--- src/rtl/p405s_itlb_nway.sv ---
// Instruction shadow TLB: N-entry fully associative EPN->RPN cache with UTLB refill on miss.
// Latency: hit / real-mode result 1 cycle after lkValid; miss result 1 cycle after the fill write (REPLAY).
// Backpressure: lkBusy high outside IDLE; lkValid is ignored while busy; fillReq held until fillAck or cancel.
//
// Ports:
//   CB, resetCore                       clock, synchronous active-high reset
//   lkValid/lkEPN/msrIR/real{E,I,U0}    lookup request and real-mode attributes
//   isAbort, isInvalidate               cancel outstanding miss, flash-invalidate
//   lkBusy/lkRdy/lkRA/lkE/lkI/lkU0      lookup status and result (result valid with lkRdy)
//   itlbMiss, lkFault                   one-cycle miss / no-mapping pulses
//   fillReq/fillEPN                     refill request to the UTLB
//   fillAck/fillNoMap/fillRPN/fillSize/fill{E,I,U0}  refill response
module p405s_itlb_nway #(
    parameter int ENTRIES = 4,
    parameter int EPN_W   = 22,
    parameter int RPN_W   = 22
) (
    input  logic             CB,
    input  logic             resetCore,
    input  logic             lkValid,
    input  logic [EPN_W-1:0] lkEPN,
    input  logic             msrIR,
    input  logic             realE,
    input  logic             realI,
    input  logic             realU0,
    input  logic             isAbort,
    input  logic             isInvalidate,
    output logic             lkBusy,
    output logic             lkRdy,
    output logic [RPN_W-1:0] lkRA,
    output logic             lkE,
    output logic             lkI,
    output logic             lkU0,
    output logic             itlbMiss,
    output logic             lkFault,
    output logic             fillReq,
    output logic [EPN_W-1:0] fillEPN,
    input  logic             fillAck,
    input  logic             fillNoMap,
    input  logic             fillE,
    input  logic             fillI,
    input  logic             fillU0,
    input  logic [RPN_W-1:0] fillRPN,
    input  logic [2:0]       fillSize
);

    localparam int IDX_W = $clog2(ENTRIES);

    typedef enum logic [1:0] {ST_IDLE, ST_REQ, ST_REPLAY} state_t;

    // Ones in every EPN bit that participates in the compare for page size s.
    function automatic logic [EPN_W-1:0] cmp_mask(input logic [2:0] s);
        logic [EPN_W-1:0] m;
        for (int b = 0; b < EPN_W; b++) m[b] = (b >= 2 * int'(s));
        return m;
    endfunction

    // RPN with its in-page offset bits taken from the effective address.
    function automatic logic [RPN_W-1:0] merge_ra(input logic [RPN_W-1:0] rpn,
                                                  input logic [EPN_W-1:0] epn,
                                                  input logic [2:0]       s);
        logic [RPN_W-1:0] low;
        logic [RPN_W-1:0] ea_r;
        ea_r = RPN_W'(epn);
        for (int b = 0; b < RPN_W; b++) low[b] = (b < 2 * int'(s));
        return (rpn & ~low) | (ea_r & low);
    endfunction

    state_t               state_q, state_d;
    logic [ENTRIES-1:0]   vld_q, vld_d;
    logic [EPN_W-1:0]     epn_q  [ENTRIES];
    logic [EPN_W-1:0]     epn_d  [ENTRIES];
    logic [RPN_W-1:0]     rpn_q  [ENTRIES];
    logic [RPN_W-1:0]     rpn_d  [ENTRIES];
    logic [2:0]           size_q [ENTRIES];
    logic [2:0]           size_d [ENTRIES];
    logic [ENTRIES-1:0]   e_q, e_d, i_q, i_d, u0_q, u0_d;
    logic [IDX_W-1:0]     ptr_q, ptr_d;

    logic                 lk_rdy_q, lk_rdy_d;
    logic [RPN_W-1:0]     lk_ra_q, lk_ra_d;
    logic                 lk_e_q, lk_e_d, lk_i_q, lk_i_d, lk_u0_q, lk_u0_d;
    logic                 itlb_miss_q, itlb_miss_d;
    logic                 lk_fault_q, lk_fault_d;
    logic                 fill_req_q, fill_req_d;
    logic [EPN_W-1:0]     fill_epn_q, fill_epn_d;

    logic                 hit;
    logic [IDX_W-1:0]     hit_idx;
    logic                 has_inv;
    logic [IDX_W-1:0]     inv_idx;
    logic [IDX_W-1:0]     victim;

    // Associative compare; scanning downward leaves the lowest matching index.
    always_comb begin
        hit     = 1'b0;
        hit_idx = '0;
        has_inv = 1'b0;
        inv_idx = '0;
        for (int k = ENTRIES - 1; k >= 0; k--) begin
            if (vld_q[k] && (((epn_q[k] ^ lkEPN) & cmp_mask(size_q[k])) == '0)) begin
                hit     = 1'b1;
                hit_idx = IDX_W'(k);
            end
            if (!vld_q[k]) begin
                has_inv = 1'b1;
                inv_idx = IDX_W'(k);
            end
        end
        victim = has_inv ? inv_idx : ptr_q;
    end

    always_comb begin
        state_d     = state_q;
        vld_d       = vld_q;
        epn_d       = epn_q;
        rpn_d       = rpn_q;
        size_d      = size_q;
        e_d         = e_q;
        i_d         = i_q;
        u0_d        = u0_q;
        ptr_d       = ptr_q;
        lk_rdy_d    = 1'b0;
        itlb_miss_d = 1'b0;
        lk_fault_d  = 1'b0;
        lk_ra_d     = lk_ra_q;
        lk_e_d      = lk_e_q;
        lk_i_d      = lk_i_q;
        lk_u0_d     = lk_u0_q;
        fill_req_d  = fill_req_q;
        fill_epn_d  = fill_epn_q;

        case (state_q)
            ST_IDLE: begin
                // An abort in the lookup cycle cancels the lookup outright.
                if (lkValid && !isAbort) begin
                    if (!msrIR) begin
                        lk_rdy_d = 1'b1;
                        lk_ra_d  = RPN_W'(lkEPN);
                        lk_e_d   = realE;
                        lk_i_d   = realI;
                        lk_u0_d  = realU0;
                    end else if (hit) begin
                        lk_rdy_d = 1'b1;
                        lk_ra_d  = merge_ra(rpn_q[hit_idx], lkEPN, size_q[hit_idx]);
                        lk_e_d   = e_q[hit_idx];
                        lk_i_d   = i_q[hit_idx];
                        lk_u0_d  = u0_q[hit_idx];
                    end else begin
                        itlb_miss_d = 1'b1;
                        fill_epn_d  = lkEPN;
                        fill_req_d  = 1'b1;
                        state_d     = ST_REQ;
                    end
                end
            end
            ST_REQ: begin
                // Cancel beats a same-cycle fillAck.
                if (isAbort || isInvalidate) begin
                    fill_req_d = 1'b0;
                    state_d    = ST_IDLE;
                end else if (fillAck) begin
                    fill_req_d = 1'b0;
                    if (fillNoMap) begin
                        lk_fault_d = 1'b1;
                        state_d    = ST_IDLE;
                    end else begin
                        vld_d[victim]  = 1'b1;
                        epn_d[victim]  = fill_epn_q;
                        rpn_d[victim]  = fillRPN;
                        size_d[victim] = fillSize;
                        e_d[victim]    = fillE;
                        i_d[victim]    = fillI;
                        u0_d[victim]   = fillU0;
                        ptr_d          = ptr_q + 1'b1;
                        // Result is staged now and released by REPLAY.
                        lk_ra_d        = merge_ra(fillRPN, fill_epn_q, fillSize);
                        lk_e_d         = fillE;
                        lk_i_d         = fillI;
                        lk_u0_d        = fillU0;
                        state_d        = ST_REPLAY;
                    end
                end
            end
            ST_REPLAY: begin
                lk_rdy_d = !isAbort;
                state_d  = ST_IDLE;
            end
            default: state_d = ST_IDLE;
        endcase

        if (isInvalidate) begin
            vld_d = '0;
            ptr_d = '0;
        end
    end

    always_ff @(posedge CB) begin
        if (resetCore) begin
            state_q     <= ST_IDLE;
            vld_q       <= '0;
            ptr_q       <= '0;
            lk_rdy_q    <= 1'b0;
            lk_ra_q     <= '0;
            lk_e_q      <= 1'b0;
            lk_i_q      <= 1'b0;
            lk_u0_q     <= 1'b0;
            itlb_miss_q <= 1'b0;
            lk_fault_q  <= 1'b0;
            fill_req_q  <= 1'b0;
            fill_epn_q  <= '0;
        end else begin
            state_q     <= state_d;
            vld_q       <= vld_d;
            ptr_q       <= ptr_d;
            lk_rdy_q    <= lk_rdy_d;
            lk_ra_q     <= lk_ra_d;
            lk_e_q      <= lk_e_d;
            lk_i_q      <= lk_i_d;
            lk_u0_q     <= lk_u0_d;
            itlb_miss_q <= itlb_miss_d;
            lk_fault_q  <= lk_fault_d;
            fill_req_q  <= fill_req_d;
            fill_epn_q  <= fill_epn_d;
        end
        // Entry payload is qualified by vld_q and needs no reset.
        epn_q  <= epn_d;
        rpn_q  <= rpn_d;
        size_q <= size_d;
        e_q    <= e_d;
        i_q    <= i_d;
        u0_q   <= u0_d;
    end

    assign lkBusy   = (state_q != ST_IDLE);
    assign lkRdy    = lk_rdy_q;
    assign lkRA     = lk_ra_q;
    assign lkE      = lk_e_q;
    assign lkI      = lk_i_q;
    assign lkU0     = lk_u0_q;
    assign itlbMiss = itlb_miss_q;
    assign lkFault  = lk_fault_q;
    assign fillReq  = fill_req_q;
    assign fillEPN  = fill_epn_q;

endmodule

--- config.mk ---
export PLATFORM = sky130hd
export DESIGN_NAME = p405s_itlb_nway
export DESIGN_NICKNAME = d
export VERILOG_FILES = /design/src/rtl/p405s_itlb_nway.sv
export SDC_FILE = /design/constraint.sdc
export NUM_CORES = 1
export LEC_CHECK = 0
export ABC_CLOCK_PERIOD_IN_PS = 13100
export BUFFER_PORTS_ARGS = -buffer_cell sky130_fd_sc_hd__buf_2
export CORE_MARGIN = 8
export CORE_UTILIZATION = 60
export CTS_BUF_LIST = sky130_fd_sc_hd__clkbuf_2
export DETAILED_ROUTE_END_ITERATION = 16
export PLACE_DENSITY = 0.86
export SYNTH_ARGS = -nofsm -noshare
export SYNTH_HDL_FRONTEND = slang
export SYNTH_SLANG_ARGS = --single-unit
--- constraint.sdc ---
create_clock -name CB -period 13.1 [get_ports CB]
set_input_delay 1.965 -clock CB [delete_from_list [all_inputs] [get_ports CB]]
set_output_delay 1.965 -clock CB [all_outputs]
set_load 0.03 [all_outputs]
---- After elaboration in Yosys (flattened, before gate mapping) ----
Index checks and enable logic that the tools add are counted.
storage, ports and cells
  register bits after elaboration ......... 259
  input bits .............................. 61
  logic and storage cells ................. 315
  output and inout port bits .............. 52
operators by class
  $add $sub $neg .......................... 1
  reduce and logical (&&, ||, !) cells .... 24
  equality and inequality tests ........... 10
  $lt $le $gt $ge ......................... 138
  bitwise gates (word level) .............. 27
  mux-type cells .......................... 88
operators with widths
  cell                                                 number
  two-way mux 22 bit                                   9
  bitwise AND 22 bit                                   8
  bitwise mux 88 bit                                   2
  >= comparator 4 bit (first input constant)           32
  >= comparator 5 x 4 -> 1 bit (first input constant)  24
  logical NOT 22 bit                                   4
  XOR 22 bit                                           4
  >= comparator 3 x 4 -> 1 bit (first input constant)  16
  < comparator 4 bit (first input constant)            16
  < comparator 5 x 4 -> 1 bit (first input constant)   12
  binary-select mux 22 bit (select 2 bit)              1
  demux 22 bit (select 2 bit)                          1
  inverter 22 bit                                      2
  OR 22 bit                                            2
  case mux 22 bit (2 select lines)                     1
  two-way mux 1 bit                                    40
  >= comparator 1 x 4 -> 1 bit (first input constant)  8
  >= comparator 2 x 4 -> 1 bit (first input constant)  8
  < comparator 3 x 4 -> 1 bit (first input constant)   8
  two-way mux 2 bit                                    15
  < comparator 1 x 4 -> 1 bit (first input constant)   4
  < comparator 2 x 4 -> 1 bit (first input constant)   4
  bitwise mux 12 bit                                   1
  bitwise mux 4 bit                                    3
  other kinds (29)                                     63

---- Longest topological paths before layout ----
Gate-level depths: netlist of run 1.
  depth in word-level cells ............... 20
  gate-level depth with buffers ........... 12
  depth with buffers taken out ............ 9

---- Least setup slack after synthesis of run 1 ----
Ideal clock, no wire load.
  path kind ............................... input-to-reg
  start ................................... input isInvalidate
  end ..................................... register e_q[0], enable pin
  arrival time ............................ 6335 ps
  cell stages on the path ................. 5
  required time ........................... 12567 ps
  buffers on the path ..................... 1
  library setup time ...................... 533 ps
  path slack .............................. 6232 ps
  path through ............................ buf_1 nor2_1 nand3_1 or2_1 a211oi_1
on the way
  word-level cells in the longest chain between the ends .. 3
RTL lines
  element                        line  source
  from (decl)                    27    input logic isInvalidate,
  logical OR 1 bit               159   if (isAbort || isInvalidate) begin
  inverter 1 bit (no line)       n/a
  AND reduction 4 bit (no line)  n/a
  to (signal assigned)           230   e_q <= e_d;
  to (decl)                      77    logic [ENTRIES-1:0] e_q, e_d, i_q, i_d, u0_q, u0_d;
No other way between the ends.
A chain may end at the register's enable or synchronous reset.

---- Final worst setup path of run 1 ----
  start ................................... input lkEPN[9]
  end ..................................... register lk_ra_q[16] (netlist: lkRA[16])
on the way
  word-level cells in the longest chain between the ends .. 20
  elaborated cells between the ends (all ways) .. 42
  those cells by class .................... 1 x order compare; 1 x eq/ne; 18 x mux; 13 x bitwise; 9 x reduce/logical
RTL lines
  element                                               line  source
  from (decl)                                           21    input logic [EPN_W-1:0] lkEPN,
  XOR 22 bit                                            101   if (vld_q[k] && (((epn_q[k] ^ lkEPN) & cmp_mask(size_q[k])) == '0)) begin
  bitwise AND 22 bit                                    101
  logical NOT 22 bit                                    101
  logical AND 1 bit                                     101
  two-way mux 2 bit (4 in a row)                        101
  inverter 2 -> 3 bit (implied by the code)             145   lk_ra_d = merge_ra(rpn_q[hit_idx], lkEPN, size_q[hit_idx]);
  binary-select mux 3 bit (select 2 bit)                145
  two-way mux 3 bit (implied by the code) (2 in a row)  145
  < comparator 5 x 4 -> 1 bit                           65    for (int b = 0; b < RPN_W; b++) low[b] = (b < 2 * int'(s));
  inverter 22 bit                                       66    return (rpn & ~low) | (ea_r & low);
  bitwise AND 22 bit                                    66
  OR 22 bit                                             66
  two-way mux 22 bit                                    143   end else if (hit) begin
  two-way mux 22 bit                                    137   if (!msrIR) begin
  two-way mux 22 bit                                    136   if (lkValid && !isAbort) begin
  case mux 22 bit (2 select lines)                      133   case (state_q)
  to (signal assigned)                                  217   lk_ra_q <= lk_ra_d;
  to (decl)                                             81    logic [RPN_W-1:0] lk_ra_q, lk_ra_d;
Several ways; a longest one is shown, not always the timed one. The select of a mux whose other input is x is not followed.

==> out/qor.txt, run 1 <==
Die extent in x - 153.8 um
Seq/Total Area, Yosys - 63.06%
YS warnings - 0
Post-cts resize count - 0
Synthesized area - 11400 um^2
Final hold violation count - 0
GR Layer Usage met3 - 5.942%
Setup bufs post-CTS - 0
Slew headroom - 25.90%
Total iterations of the first detailed-routing run - 5
Top Ports - 113
Cell Chain, Critical Path - buf_2 > xor2_1 > o21ai_0 > nor4b_1 > o2111a_1 > nor2_1 > a31oi_1 > nor2_1 > nor2_1 > a32o_1
Skew final - 0.1323 ns
Hold path startpoint - fillEPN[15]$_SDFFE_PP0P_
R2r startpoint - epn_q[75]$_DFFE_PP_
Worst-Margin Slew - 1.112 ns
Max-cap viol count - 0
Min cycle time layout - 4.951 ns
Clock sink total - 259
GR Util met2 - 38.40%
Diodes inserted - 0
Syn Nets - 893
Vias post-DR - 7758
Met1 global-route usage - 30.04%
Final Cycle Share - 37.79%
Finished Core Util - 67.68%
Post-CTS Hold Buffers - 0
Initial core utilization - 60.93%
Final HPWL from detailed placement - 19460 um
CP max stage delay - 0.78 ns
Grt ovf - 0
Gate Count Post-Synth - 832
R2R depth - 9
CTS buffer count - 61
Seq cells post-synth - 259
Area contributors post-synth - edfxtp_1 (53%), dfxtp_1 (10%), mux2i_1 (8.2%), xnor2_1 (3.4%), xor2_1 (3.4%)
Setup Crit Path Kind - in -> reg
Die area - 23660 um^2
Row cnt - 50
Initial antenna violation count - 1
Tightest Hold Check Type - reg -> reg
Clock transition at path regs - 0.10 ns
Status - completed
CTS H-tree depth - 2
Iteration-0 DRC Markers - 881
Hold path cells - 0
Clock Latency Late Sink - 0.94 ns
PwrDens - 120.2 nW/um^2
Share of the synthesized area in the top cell type - 52.70%
Nets@finish - 1023
Crit path max-delay cell type - nor4b_1
First-pass GRT wire length - 43090 um
Clock root cell - clkbuf_2
Fillers - 1337
Area grow syn2layout - 11.08%
Unrepaired setup endpoints after global routing - false
Final setup viols - 0
Worst Setup End Kind - flip-flop
Final GP Congestion - 0.9842
Place WS - 7.353 ns
Post-synth EDFFs - 200
Final Max Tran Viols - 0
Primary FF master, synth - edfxtp_1
Layout cells sized above 1 - 25.74%
Area of the core - 18710 um^2
Most area-hungry cell type in the Yosys netlist - edfxtp_1
Total Wirelength - 28340 um
Worst setup SP type - primary input
RR Endpoint - lkRA[16]$_SDFFE_PP0P_
I/O Buffers - 112
Die Ht - 153.8 um
Max frequency - 202.0 MHz
Crit path DAT - 5.82 ns
Mean Syn Cell Area - 13.70 um^2
Distinct cells, synth - 76
Worst setup margin - 8.149 ns
Antenna viol nets, final - 0
Reg2reg setup slack - 9.01 ns
Hold endpoint - epn_q[81]$_DFFE_PP_
Pleak - 4.407 nW
Clk buf depth - 3
Vias in the first global route - 7718
Residual DRC - 0
Setup Total Neg Slack - 0 ns
WL/cell - 22.71 um
CP dominant cell by count - nor2_1
GR peak layer - met2
Largest net degree at the start of global routing - 55
Max VDD drop - 80.99 uV
Via/cell ratio - 6.216
Worst-path fanout max - 11
GRT Total Usage - 23.60%
Async set-or-reset flop fraction in the synthesized netlist - 0%
CTS tree - done
CP Data Required Time - 13.97 ns
[how the worst max path moves through the flow]
stage | startpoint | to | slack [ns] | cells past startpoint
after floorplan | isInvalidate | e_q[0]$_DFFE_PP_ | 6.23 | 5
after global placement | lkEPN[9] | lkU0$_SDFFE_PP0P_ | 7.56 | 10
after detailed placement | lkEPN[9] | lkRA[16]$_SDFFE_PP0P_ | 7.35 | 10
after CTS | lkEPN[9] | lkRA[16]$_SDFFE_PP0P_ | 8.39 | 10
after global routing | lkEPN[9] | lkU0$_SDFFE_PP0P_ | 8.06 | 10
final | lkEPN[9] | lkRA[16]$_SDFFE_PP0P_ | 8.15 | 10
[layout make-up]
cell class	instances	area, um^2	share of cell area, %
multi-input cells	511	3936	31.09
repair buffers	121	628.1	4.961
clock inverters	27	145.1	1.146
flip-flops and latches	259	7187	56.77
well taps	234	292.8	2.313
clock buffers	88	440.4	3.479
inverters	8	30.03	0.2372
[power by group]
part / total [mW] / switching [mW] / internal, mW
logic: 0.0982 / 0.0654 / 0.0328
clock network: 0.529 / 0.321 / 0.207
registers: 0.895 / 0.00812 / 0.887
[layer usage]
layer  up-vias  routed length (um)  part of all wire (%)
met2       516               13390                    47
met3        60                3074                    11
met1      3712               11040                    39
li1       3468                   -                     -
met4         2                 821                   2.9
met5         -                  17                 0.060
[through the flow]
step | instances | hold WS [ns] | instance area (um^2) | total power, mW
global placement | 1133 | 0.4456 | 12070 | 1.008
finish | 1248 | 0.4336 | 12660 | 1.522
floorplan | 832 | 0.4435 | 11400 | 0.9743
global route | 1248 | 0.4495 | 12660 | 1.580
detailed placement | 1133 | 0.4529 | 12070 | 1.010
CTS | 1248 | 0.4127 | 12660 | 1.528
[placed cells by master, fill, tap and decap left out, types with 3 or more instances in the layout]
cell type  instances
dfxtp_1           59
nand3_1           16
buf_2            112
a21o_1             4
a211oi_1           5
o21ai_0           24
nand4_1            8
o2111ai_1          6
inv_6              3
mux2i_1           93
inv_1              8
a21oi_1           30
xor2_1            44
nor3_1            15
nand2b_1          13
clkinv_1          21
edfxtp_1         200
buf_4              9
nor2_1            55
a41oi_1            3
a31oi_1            5
clkbuf_2          88
a2111oi_0          9
mux2_2            17
o211ai_1           8
nand2_1           26
nor4_1             6
xnor2_1           44
o22ai_1            4
a32o_1            11
a311oi_1           3
[Yosys cell counts, types with 9 or more instances]
library cell / number
o21ai_0: 24
mux2i_1: 93
dfxtp_1: 59
a32o_1: 11
edfxtp_1: 200
xnor2_1: 44
nor3_1: 16
a2111oi_0: 9
nand3_1: 16
nor2_1: 57
mux2_2: 17
a21oi_1: 30
nand2b_1: 13
xor2_1: 44
clkbuf_1: 25
nand2_1: 26
buf_2: 19
[worst max-delay path: cells and delay by family]
family / cells / cell delay, ns
buffers and inverters: 1 / 0.16
AO/OA/AOI/OAI: 4 / 1.58
XOR/XNOR: 1 / 0.20
AND/OR/NAND/NOR: 4 / 1.91
[kinds of logic after synthesis]
logic type / Yosys count / share of synthesized area [%]
flops: 259 / 63.06
simple gates: 162 / 6.928
compound gates: 149 / 10.44
mux: 110 / 9.847
xor+xnor: 90 / 7.048
buf+inv: 62 / 2.679
[registers in the layout, indices dropped and copies added, names as in the netlist, 4 cells and up]
| signal | count |
|---|---|
| e_q | 4 |
| lkRA | 22 |
| u0_q | 4 |
| rpn_q | 88 |
| i_q | 4 |
| size_q | 12 |
| epn_q | 88 |
| fillEPN | 22 |
| vld_q | 4 |
No activity file was read; power rests on OpenSTA's default activity.
==> run 2, diff against run 1 <==
ABC_AREA = 1   (was not set)
ABC_CLOCK_PERIOD_IN_PS = 4250   (was 13100)
CORE_UTILIZATION = 56   (was 60)
PLACE_DENSITY = 0.84   (was 0.86)
clock period = 4.25 ns   (was 13.1 ns; I/O delays follow)
==> run 2 against run 1 <==
Die area grew 11%. Flip-flop and latch count is the same. Clock-buffer cell count grew 12. Global-route usage grew 1.2 points. Worst hold slack lost 0.35 ns. Clock power grew to 3.1 times the previous value. Combinational power grew to 3.5 times the previous value. Clock skew shrank 0.063 ns. Sequential power grew to 3.1 times the previous value. Critical endpoint is now lkRA[7]$_SDFFE_PP0P_. Highest routed layer unchanged.
==> out/qor.txt, run 2 <==
Status - completed
GRT Total Usage - 24.76% (+1.2 points)
Worst-path fanout max - 49 (+38)
XOR/XNOR Fraction of Synth Area - 2.790% (-4.3 points)
Power, Total - 4.762 mW (+210%)
Post-CTS Hold Buffers - 30 (+30)
Initial antenna violation count - 3 (+2)
Final GP Congestion - 0.9811 (-0.31%)
Max frequency - 299.0 MHz
Top Ports - 113 (unchanged)
Combinational family with the most area after synthesis - simple AND/OR/NAND/NOR gates
WL/cell - 18.72 um (-18%)
Grt ovf - 0 (unchanged)
Antenna viol nets, final - 0 (unchanged)
Primary FF master, synth - edfxtp_1
Fillers - 1715 (+28%)
Clock root cell - clkbuf_2
CTS H-tree depth - 2 (unchanged)
Final HPWL from detailed placement - 22080 um (+13%)
Cell Chain, Critical Path - inv_1 > o21ai_0 > o21ai_1 > nor2_1 > nand4_1 > nand2_4 > inv_2 > nor2_1 > nor2_1 > o31ai_1 > a21oi_1
Most frequent cells after synthesis - nand2_1 (269), edfxtp_1 (200), inv_1 (126)
Crit path DAT - 4.12 ns (-1.70 ns)
CP max stage delay - 0.62 ns (-0.16 ns)
Vias in the first global route - 9645 (+25%)
Seq/Total Area, Yosys - 60.25% (-2.8 points)
CTS tree - done
Row cnt - 53 (+6.0%)
Most frequent cells in the layout - nand2_1 (269), edfxtp_1 (200), inv_1 (126)
Share of the synthesized area in the top cell type - 50.35% (-2.3 points)
Layout cells sized above 1 - 19.19% (-6.5 points)
PwrDens - 351.5 nW/um^2 (+190%)
First-pass GRT wire length - 50730 um (+18%)
Die Ht - 162.0 um (+5.3%)
Max-cap viol count - 0 (unchanged)
Final setup viols - 0 (unchanged)
I/O Buffers - 112 (unchanged)
Post-synth EDFFs - 200 (unchanged)
CTS buffer count - 61 (unchanged)
Vias post-DR - 9704 (+25%)
Setup bufs post-CTS - 0 (unchanged)
Adder-cell share of the synthesized area - 0% (unchanged)
Distinct cells, synth - 40 (-47%)
Total Wirelength - 32570 um (+15%)
Cell with the most instances after synthesis - nand2_1
Met1 wire length - 12420 um (+13%)
Area grow syn2layout - 13.57%
Slew headroom - 30.80% (+4.9 points)
Via/cell ratio - 5.577 (-10%)
Seq cells post-synth - 259 (unchanged)
Post-synthesis simple-gate area fraction - 19.25% (+12 points)
Highest routed layer - met5
Most area-hungry cell type in the Yosys netlist - edfxtp_1
Area of the core - 20960 um^2 (+12%)
Mean Syn Cell Area - 9.498 um^2 (-31%)
Setup Total Neg Slack - 0 ns (unchanged)
Min cycle time layout - 3.344 ns
Setup Crit Path Kind - reg -> reg
Met3 Wirelength - 3311 um (+7.7%)
Residual DRC - 0 (unchanged)
Clock transition at path regs - 0.13 ns (+0.03 ns)
Final hold violation count - 0 (unchanged)
Area contributors post-synth - edfxtp_1 (50%), dfxtp_1 (9.9%), nand2_1 (8.5%), inv_1 (4.0%), nand3_1 (3.8%)
Nets@finish - 1476 (+44%)
Syn Nets - 1317 (+47%)
Clock sink total - 259 (unchanged)
Final Cycle Share - 78.69%
Iteration-0 DRC Markers - 967 (+9.8%)
CP dominant cell by count - nor2_1
Largest registers - epn_q: 88 flops, rpn_q: 88 flops
Final Max Tran Viols - 0 (unchanged)
Metal2 WL - 15500 um (+16%)
Gate Count Post-Synth - 1256 (+51%)
Die extent in x - 162.0 um (+5.3%)
Max VDD drop - 230.3 uV (+180%)
Async set-or-reset flop fraction in the synthesized netlist - 0% (unchanged)
Clk buf depth - 3 (unchanged)
CP Data Required Time - 5.03 ns (-8.94 ns)
Initial core utilization - 56.93% (-4.0 points)
Tightest Hold Check Type - in -> reg
Total iterations of the first detailed-routing run - 5 (unchanged)
Worst setup SP type - flip-flop
YS warnings - 0 (unchanged)
Largest net degree at the start of global routing - 50 (-9.1%)
Post-cts resize count - 0 (unchanged)
Die area - 26230 um^2 (+11%)
Skew final - 0.06886 ns (-0.06342 ns)
Post-synthesis mux area share - 0.1888% (-9.7 points)
Unrepaired setup endpoints after global routing - false
Crit path max-delay cell type - nand2_4
Clock Latency Late Sink - 0.90 ns (-0.04 ns)
Worst Setup End Kind - flip-flop
Synthesized area - 11930 um^2 (+4.7%)
Leading cell type in the layout, fill and taps excluded - nand2_1
Hold Slack - 0.08102 ns (-0.3526 ns)
Pleak - 5.759 nW (+31%)
Compound-Gate Fraction of Synth Area - 9.975% (-0.47 points)
Worst-Margin Slew - 1.037 ns (-0.07467 ns)
Finished Core Util - 64.65% (-3.0 points)
==> run 2: cell type report <==
| class | count | area [um^2] | area share (%) |
|---|---|---|---|
| Multi-Input combinational cell | 791 | 3892 | 28.73 |
| Sequential cell | 259 | 7187 | 53.05 |
| Clock buffer | 100 | 500.5 | 3.694 |
| Tap cell | 275 | 344.1 | 2.540 |
| Timing Repair Buffer | 158 | 1006 | 7.425 |
| Inverter | 144 | 540.5 | 3.990 |
| Antenna cell | 1 | 2.502 | 0.01847 |
| Clock inverter | 12 | 75.07 | 0.5541 |
==> run 2: final timing paths <==
kind / from / depth (start not counted) / slack, ns / endpoint
worst max register to register: size_q[9]$_DFFE_PP_ / 11 / 0.91 / lkRA[7]$_SDFFE_PP0P_
worst min-delay path: fillAck / 4 / 0.08 / state_q[0]$_SDFFE_PP0P_
worst min register to register: fillReq$_SDFFE_PP0P_ / 2 / 0.50 / fillReq$_SDFFE_PP0P_
worst max-delay path: size_q[9]$_DFFE_PP_ / 11 / 0.91 / lkRA[7]$_SDFFE_PP0P_
==> run 2: routing by layer <==
metal	GRT usage, %	vias up
li1	-	4567
met1	30.34	4488
met2	40.13	544
met3	6.328	101
met4	12.33	4
met5	0	-
==> run 2: cells by family after synthesis <==
kind of cell,after synthesis
compound gates,219
flops,259
xor+xnor,38
simple gates,532
mux,2
buf+inv,206
==> run 2: worst max-delay path: cells and delay by family, from the launching register on <==
kind | cells | cell delay (ns)
AO/OA/AOI/OAI | 4 | 0.73
buffers and inverters | 2 | 0.46
flip-flops | 1 | 0.48
AND/OR/NAND/NOR | 5 | 1.53
==> run 2: through the flow <==
stage,cell area [um^2],cells,setup slack [ns]
6_report,13550,1740,0.9058
5_1_grt,13550,1740,0.6955
4_1_cts,13550,1739,1.048
3_5_place_dp,12670,1597,0.7112
3_3_place_gp,12670,1597,0.7890
2_1_floorplan,11950,1256,-0.5207
==> run 2: where the power goes <==
| part | switching [mW] | internal, mW |
|---|---|---|
| registers | 0.0250 | 2.74 |
| logic | 0.234 | 0.113 |
| clock network | 0.980 | 0.673 |
| total | 1.24 | 3.52 |
